$ cat src/rtl/gb_pkg.sv
`default_nettype none
// +----------------------------------------------------------------------------+
// | Package   : gb_pkg                                                         |
// | Purpose   : Shared ghostbus host defaults and width helpers                |
// | Revision  : 1.0 - initial release                                          |
// +----------------------------------------------------------------------------+
package gb_pkg;

  localparam int GB_AW      = 24;
  localparam int GB_DW      = 32;
  localparam int GB_RD_LAT  = 2;
  localparam int GB_FIFO_AW = 2;

  // Credits span 0..2**fifo_aw inclusive, so they need one bit above the pointer.
  function automatic int gb_credit_w(input int fifo_aw);
    return fifo_aw + 1;
  endfunction

endpackage : gb_pkg
`default_nettype wire

$ cat src/rtl/gb_rsp_fifo.sv
`default_nettype none
// +----------------------------------------------------------------------------+
// | Module    : gb_rsp_fifo                                                    |
// | Purpose   : Synchronous first-word-fall-through read response FIFO         |
// | Revision  : 1.0 - initial release                                          |
// +----------------------------------------------------------------------------+
module gb_rsp_fifo #(
  parameter int DW = 32,
  parameter int AW = 2
) (
  input  logic          clk,
  input  logic          rst_n,
  input  logic          i_push,
  input  logic [DW-1:0] i_wdata,
  input  logic          i_pop,
  output logic          o_valid,
  output logic [DW-1:0] o_rdata
);

  localparam int DEPTH = 1 << AW;

  logic [DW-1:0] r_mem [DEPTH];
  logic [AW-1:0] r_wr_ptr;
  logic [AW-1:0] r_rd_ptr;
  logic [AW:0]   r_count;
  logic          w_do_pop;
  logic          w_full;

  assign o_valid  = (r_count != '0);
  assign w_full   = (r_count == (AW+1)'(DEPTH));
  assign w_do_pop = i_pop & o_valid;
  assign o_rdata  = r_mem[r_rd_ptr];

  // Storage array; contents are don't-care while empty so no reset is needed.
  always_ff @(posedge clk) begin
    if (i_push) r_mem[r_wr_ptr] <= i_wdata;
  end

  // Pointers wrap naturally; occupancy is one bit wider to separate full from empty.
  always_ff @(posedge clk or negedge rst_n) begin
    if (!rst_n) begin
      r_wr_ptr <= '0;
      r_rd_ptr <= '0;
      r_count  <= '0;
    end else begin
      if (i_push)   r_wr_ptr <= r_wr_ptr + 1'b1;
      if (w_do_pop) r_rd_ptr <= r_rd_ptr + 1'b1;
      case ({i_push, w_do_pop})
        2'b10:   r_count <= r_count + 1'b1;
        2'b01:   r_count <= r_count - 1'b1;
        default: r_count <= r_count;
      endcase
    end
  end

  // The credit scheme upstream must never let a push land on a full FIFO.
  a_no_push_when_full : assert property (@(posedge clk) disable iff (!rst_n) !(i_push && w_full))
    else $error("gb_rsp_fifo: push while full");

endmodule : gb_rsp_fifo
`default_nettype wire

$ cat src/rtl/gb_host_master.sv
`default_nettype none
// +----------------------------------------------------------------------------+
// | Module    : gb_host_master                                                 |
// | Purpose   : Ghostbus initiator; request stream in, pipelined reads out     |
// | Revision  : 1.0 - initial release                                          |
// +----------------------------------------------------------------------------+
module gb_host_master
  import gb_pkg::*;
#(
  parameter int AW      = GB_AW,
  parameter int DW      = GB_DW,
  parameter int RD_LAT  = GB_RD_LAT,
  parameter int FIFO_AW = GB_FIFO_AW
) (
  input  logic          gb_clk,
  input  logic          rst_n,
  input  logic          req_valid,
  output logic          req_ready,
  input  logic          req_we,
  input  logic [AW-1:0] req_addr,
  input  logic [DW-1:0] req_wdata,
  output logic          rsp_valid,
  input  logic          rsp_ready,
  output logic [DW-1:0] rsp_rdata,
  output logic          busy,
  output logic [AW-1:0] gb_addr,
  output logic [DW-1:0] gb_dout,
  input  logic [DW-1:0] gb_din,
  output logic          gb_we
);

  localparam int DEPTH = 1 << FIFO_AW;
  localparam int CW    = gb_credit_w(FIFO_AW);

  // Every read in flight must have a FIFO slot reserved, so depth must cover latency.
  generate
    if (RD_LAT < 1) begin : g_bad_rd_lat
      $error("gb_host_master: RD_LAT must be at least 1");
    end
    if (DEPTH < RD_LAT + 1) begin : g_bad_fifo_depth
      $error("gb_host_master: 2**FIFO_AW must be >= RD_LAT+1");
    end
  endgenerate

  logic              r_req_ready;
  logic [CW-1:0]     r_credit;
  logic [CW-1:0]     w_credit_next;
  logic [RD_LAT-1:0] r_read_pipe;
  logic [AW-1:0]     r_gb_addr;
  logic [DW-1:0]     r_gb_dout;
  logic              r_gb_we;
  logic              w_accept;
  logic              w_rd_accept;
  logic              w_push;
  logic              w_pop;

  assign w_accept    = req_valid & r_req_ready;
  assign w_rd_accept = w_accept & ~req_we;
  assign w_push      = r_read_pipe[RD_LAT-1];
  assign w_pop       = rsp_valid & rsp_ready;

  assign req_ready = r_req_ready;
  assign gb_addr   = r_gb_addr;
  assign gb_dout   = r_gb_dout;
  assign gb_we     = r_gb_we;
  assign busy      = (|r_read_pipe) | rsp_valid;

  // Next credit: reads take a slot on accept and return it on pop; both together cancel.
  always_comb begin
    w_credit_next = r_credit;
    if (w_rd_accept && !w_pop)      w_credit_next = r_credit + 1'b1;
    else if (!w_rd_accept && w_pop) w_credit_next = r_credit - 1'b1;
  end

  // Credit counter and registered ready, so ready never sees req_valid combinationally.
  always_ff @(posedge gb_clk or negedge rst_n) begin
    if (!rst_n) begin
      r_credit    <= '0;
      r_req_ready <= 1'b0;
    end else begin
      r_credit    <= w_credit_next;
      r_req_ready <= (w_credit_next < CW'(DEPTH));
    end
  end

  // Launch register: address/data hold between accepts, the write strobe lasts one cycle.
  always_ff @(posedge gb_clk or negedge rst_n) begin
    if (!rst_n) begin
      r_gb_addr <= '0;
      r_gb_dout <= '0;
      r_gb_we   <= 1'b0;
    end else begin
      r_gb_we <= w_accept & req_we;
      if (w_accept) begin
        r_gb_addr <= req_addr;
        r_gb_dout <= req_wdata;
      end
    end
  end

  // Read tag pipe: its last stage marks the edge at which gb_din is valid for a read.
  always_ff @(posedge gb_clk or negedge rst_n) begin
    if (!rst_n) begin
      r_read_pipe <= '0;
    end else begin
      r_read_pipe[0] <= w_rd_accept;
      for (int i = 1; i < RD_LAT; i++) r_read_pipe[i] <= r_read_pipe[i-1];
    end
  end

  gb_rsp_fifo #(
    .DW (DW),
    .AW (FIFO_AW)
  ) u_rsp_fifo (
    .clk     (gb_clk),
    .rst_n   (rst_n),
    .i_push  (w_push),
    .i_wdata (gb_din),
    .i_pop   (rsp_ready),
    .o_valid (rsp_valid),
    .o_rdata (rsp_rdata)
  );

endmodule : gb_host_master
`default_nettype wire

$ cat config.mk
export PLATFORM = sky130hd
export DESIGN_NAME = gb_host_master
export DESIGN_NICKNAME = d
export VERILOG_FILES = /design/src/rtl/gb_pkg.sv /design/src/rtl/gb_rsp_fifo.sv /design/src/rtl/gb_host_master.sv
export SDC_FILE = /design/constraint.sdc
export NUM_CORES = 1
export LEC_CHECK = 0
export BUFFER_PORTS_ARGS = -buffer_cell sky130_fd_sc_hd__buf_2
export CAP_MARGIN = 20
export CORE_ASPECT_RATIO = 0.8
export CORE_MARGIN = 8
export CORE_UTILIZATION = 48
export DETAILED_ROUTE_END_ITERATION = 12
export GPL_TIMING_DRIVEN = 0
export PLACE_DENSITY = 0.8
export SYNTH_ARGS = -nofsm -noshare
export SYNTH_HDL_FRONTEND = slang
export SYNTH_SLANG_ARGS = --single-unit
$ cat constraint.sdc
create_clock -name gb_clk -period 1.85 [get_ports gb_clk]
set_input_delay 0.0925 -clock gb_clk [delete_from_list [all_inputs] [get_ports gb_clk]]
set_output_delay 0.0925 -clock gb_clk [all_outputs]
set_load 0.005 [all_outputs]
==> metrics.yaml <==
outcome: "finished with violations"
violations_in_the_final_reports: "setup timing"
placed_cell_area_um2: 8690
grt_pass1_wl_mm: 27.6
yosys.cell_types.count: 26
htree_num_levels: 4
port_buffers: 184
worst-endpoint-required_ps: 1760
grt_pass1_vias: 5053
timing.critical_path.mode_cell: "sky130_fd_sc_hd__buf_12"
worst_ir_drop_vdd_mv: 1.01
synth-warning-count: 0
synth_area_per_cell_um2: 21.1
dieArea_um2: 19900
flow.area_growth_from_synthesis_pct: 37.6
cts_tree: "yes"
sequential_area_share_after_synthesis_pct: 74.7
core.rowCount: 41
number_of_remaining_drc_errors: 0
final_period_minus_worst_setup_slack_ps: 1860
netlist_top_cells_area: "sky130_fd_sc_hd__edfxtp_1, sky130_fd_sc_hd__dfrtp_1, sky130_fd_sc_hd__mux2_2"
drt_pass1_iterations: 4
final_max_slew_viol_count: 0
cts_buf_count: 17
grt_max_degree: 71
most_common_cell_after_layout_fill_and_taps_aside: "sky130_fd_sc_hd__buf_2"
drt.antenna.violating_nets: 0
most_frequent_cells_in_the_layout: "sky130_fd_sc_hd__buf_2, sky130_fd_sc_hd__edfxtp_1, sky130_fd_sc_hd__dlygate4sd3_1, sky130_fd_sc_hd__dfrtp_1, sky130_fd_sc_hd__mux2_2"
finalWirelength_mm: 17.7
timing.hold.worst.class: "primary input to flop"
start_to_end_type_of_the_worst_setup_path: "flop to output port"
fraction_of_final_layout_cells_with_drive_strength_greater_than_1_pct: 49.4
clock-skew-final_ps: 13.2
number_of_inserted_diodes: 0
yosys.area.top_type_share_pct: 51.3
setup_viol: 1
holdWs_ps: 148
die_x_um: 156
coreArea_um2: 15500
critical_path.max_fanout: 9
setup.worst_path.start_class: "flop"
finish.net_count: 758
cp-end-kind: "output port"
crit_buf_inv: 3
grt_setup_unrepaired: "yes"
fin_util_pct: 66.3
worst_slack_ps: -6.87
post_synthesis_cell_area_um2: 7490
die_y_um: 128
num-fill-cells: 1016
clock_sinks: 198
cp_slowest_cell: "sky130_fd_sc_hd__mux4_2"
number_of_antenna_violations_at_the_first_check_in_global_routing: 0
area_leader_netlist: "sky130_fd_sc_hd__edfxtp_1"
timing_worst_slew_pin_value_ps: 889
ios: 185
insertion_delay_ps: 420
cap_viol_max_count: 0
post_synth_inst_count: 355
routed_via_density: 4.95
routed_wire_length_per_instance_um: 20.1
p_leak_nw: 4.15
synth_fp_nets: 458
gp_congestion: 0.710
track_usage_pct: 18.2
drtIter0Drc: 207
cts_root_buf: "sky130_fd_sc_hd__clkbuf_16"
globalRouteOverflowTotal: 0
cp_slowest_stage_delay_ps: 540
timing.critical_path.cells: "buf_12 -> buf_12 -> mux4_2 -> buf_6"
synth-seq-cells: 198
dp.final_hpwl_mm: 10.8
initial_core_util_pct: 48.2
worst_ep_arrival_time_ps: 1760
crit_family: "multiplexers"
clk_transition_reported_paths_ps: 60
vias: 4360
slew_headroom_pct: 40.7
finalCritPeriodShare_pct: 100
power_density_relative_to_cell_area_nw_per_um2: 1420
finalHoldViolations: 0
setup_total_negative_slack_ps: -6.87
finalInstanceArea_um2: 10300
number_of_buffers_on_the_longest_clock_path: 2
fmaxAchievable_mhz: 539
-- cell type report --
class	count	area [um^2]	area share [%]
multi-input combinational	132	1750	16.9
timing repair buffer	284	1970	19.2
tap	215	269	2.61
inverter	10	37.5	0.364
sequential	198	5600	54.3
clock inverter	10	98.8	0.959
buffer	12	150	1.46
clock buffer	20	437	4.24
-- power breakdown --
part           switching (mW)  internal (mW)
clock                    1.55           1.85
sequential              0.554           5.73
combinational            2.10           2.84
-- state kept, by name, indices dropped and copies added (netlist names) --
name / cells
gb_addr: 24
gb_dout: 32
gb_we: 1
r_credit: 3
r_read_pipe: 2
req_ready: 1
u_rsp_fifo.r_count: 3
u_rsp_fifo.r_mem: 128
u_rsp_fifo.r_rd_ptr: 2
u_rsp_fifo.r_wr_ptr: 2
-- path summary, 6_finish.rpt --
kind,slack (ps),cells after the start,start,endpoint
worst min-delay path,150,3,rsp_ready,u_rsp_fifo.r_rd_ptr[0]$_DFFE_PN0P_
worst max register to register,100,6,u_rsp_fifo.r_count[1]$_DFFE_PN0P_,req_ready$_DFF_PN0_
worst min register to register,370,0,r_read_pipe[0]$_DFF_PN0_,r_read_pipe[1]$_DFF_PN0_
worst max-delay path,-7,4,u_rsp_fifo.r_rd_ptr[0]$_DFFE_PN0P_,rsp_rdata[3]
max in group asynchronous,910,2,rst_n,gb_dout[2]$_DFFE_PN0N_
min in group asynchronous,330,2,rst_n,gb_dout[14]$_DFFE_PN0N_
-- logic make-up after synthesis --
logic type               share of synthesized area, %
AO/OA/AOI/OAI                                   0.701
AND/OR/NAND/NOR                                  1.24
buffers and inverters                            2.41
flip-flops                                       74.7
adder cells (fa/ha/maj)                          1.77
XOR/XNOR                                        0.936
multiplexers                                     18.2
-- worst register-to-register path, cell delays in order (launching register included) --
cell and delay [ps]:
sky130_fd_sc_hd__dfrtp_1 420, sky130_fd_sc_hd__buf_4 150, sky130_fd_sc_hd__o31a_1 370, sky130_fd_sc_hd__ha_2 210
sky130_fd_sc_hd__nor2b_2 160, sky130_fd_sc_hd__a22oi_2 190, sky130_fd_sc_hd__xor2_1 170
-- per-stage QoR --
stage	total power, mW	instances	setup WS, ps
CTS	14.4	876	-33.3
detailed placement	10.7	754	-183
floorplan	8.77	355	48.2
global placement	10.5	754	-537
global route	15.4	881	-77.4
finish	14.6	881	-6.87
-- synthesized netlist by cell type (all sizes together) --
| cell | number |
|---|---|
| a21oi | 1 |
| a22oi | 2 |
| and2 | 4 |
| and3 | 1 |
| buf | 13 |
| clkbuf | 2 |
| dfrtp | 70 |
| edfxtp | 128 |
| fa | 1 |
| ha | 9 |
| inv | 10 |
| mux2 | 56 |
| mux4 | 32 |
| nand2 | 6 |
| nand2b | 1 |
| nor2 | 2 |
| nor2b | 1 |
| o21ai | 3 |
| o31a | 2 |
| or2 | 1 |
| or3 | 2 |
| xnor2 | 3 |
| xor2 | 5 |
-- repair_timing --
item	4_1_cts	5_1_grt
pin swaps	2	4
endpoints found under the hold margin	256	0
hold buffers	91	0
setup buffers	2	5
resized for setup	10	18
gates cloned	0	2
endpoints found under the setup margin	32	162
-- metal layers --
| metal | vias up | part of all wire [%] | track usage, % |
|---|---|---|---|
| li1 | 1961 | - | - |
| met1 | 2208 | 40 | 20.6 |
| met2 | 173 | 50 | 31.1 |
| met3 | 18 | 8.9 | 8.05 |
| met4 | 0 | 1.2 | 4.61 |
| met5 | - | 0 | 0 |
Note: power is estimated with default switching activity, not from simulation.
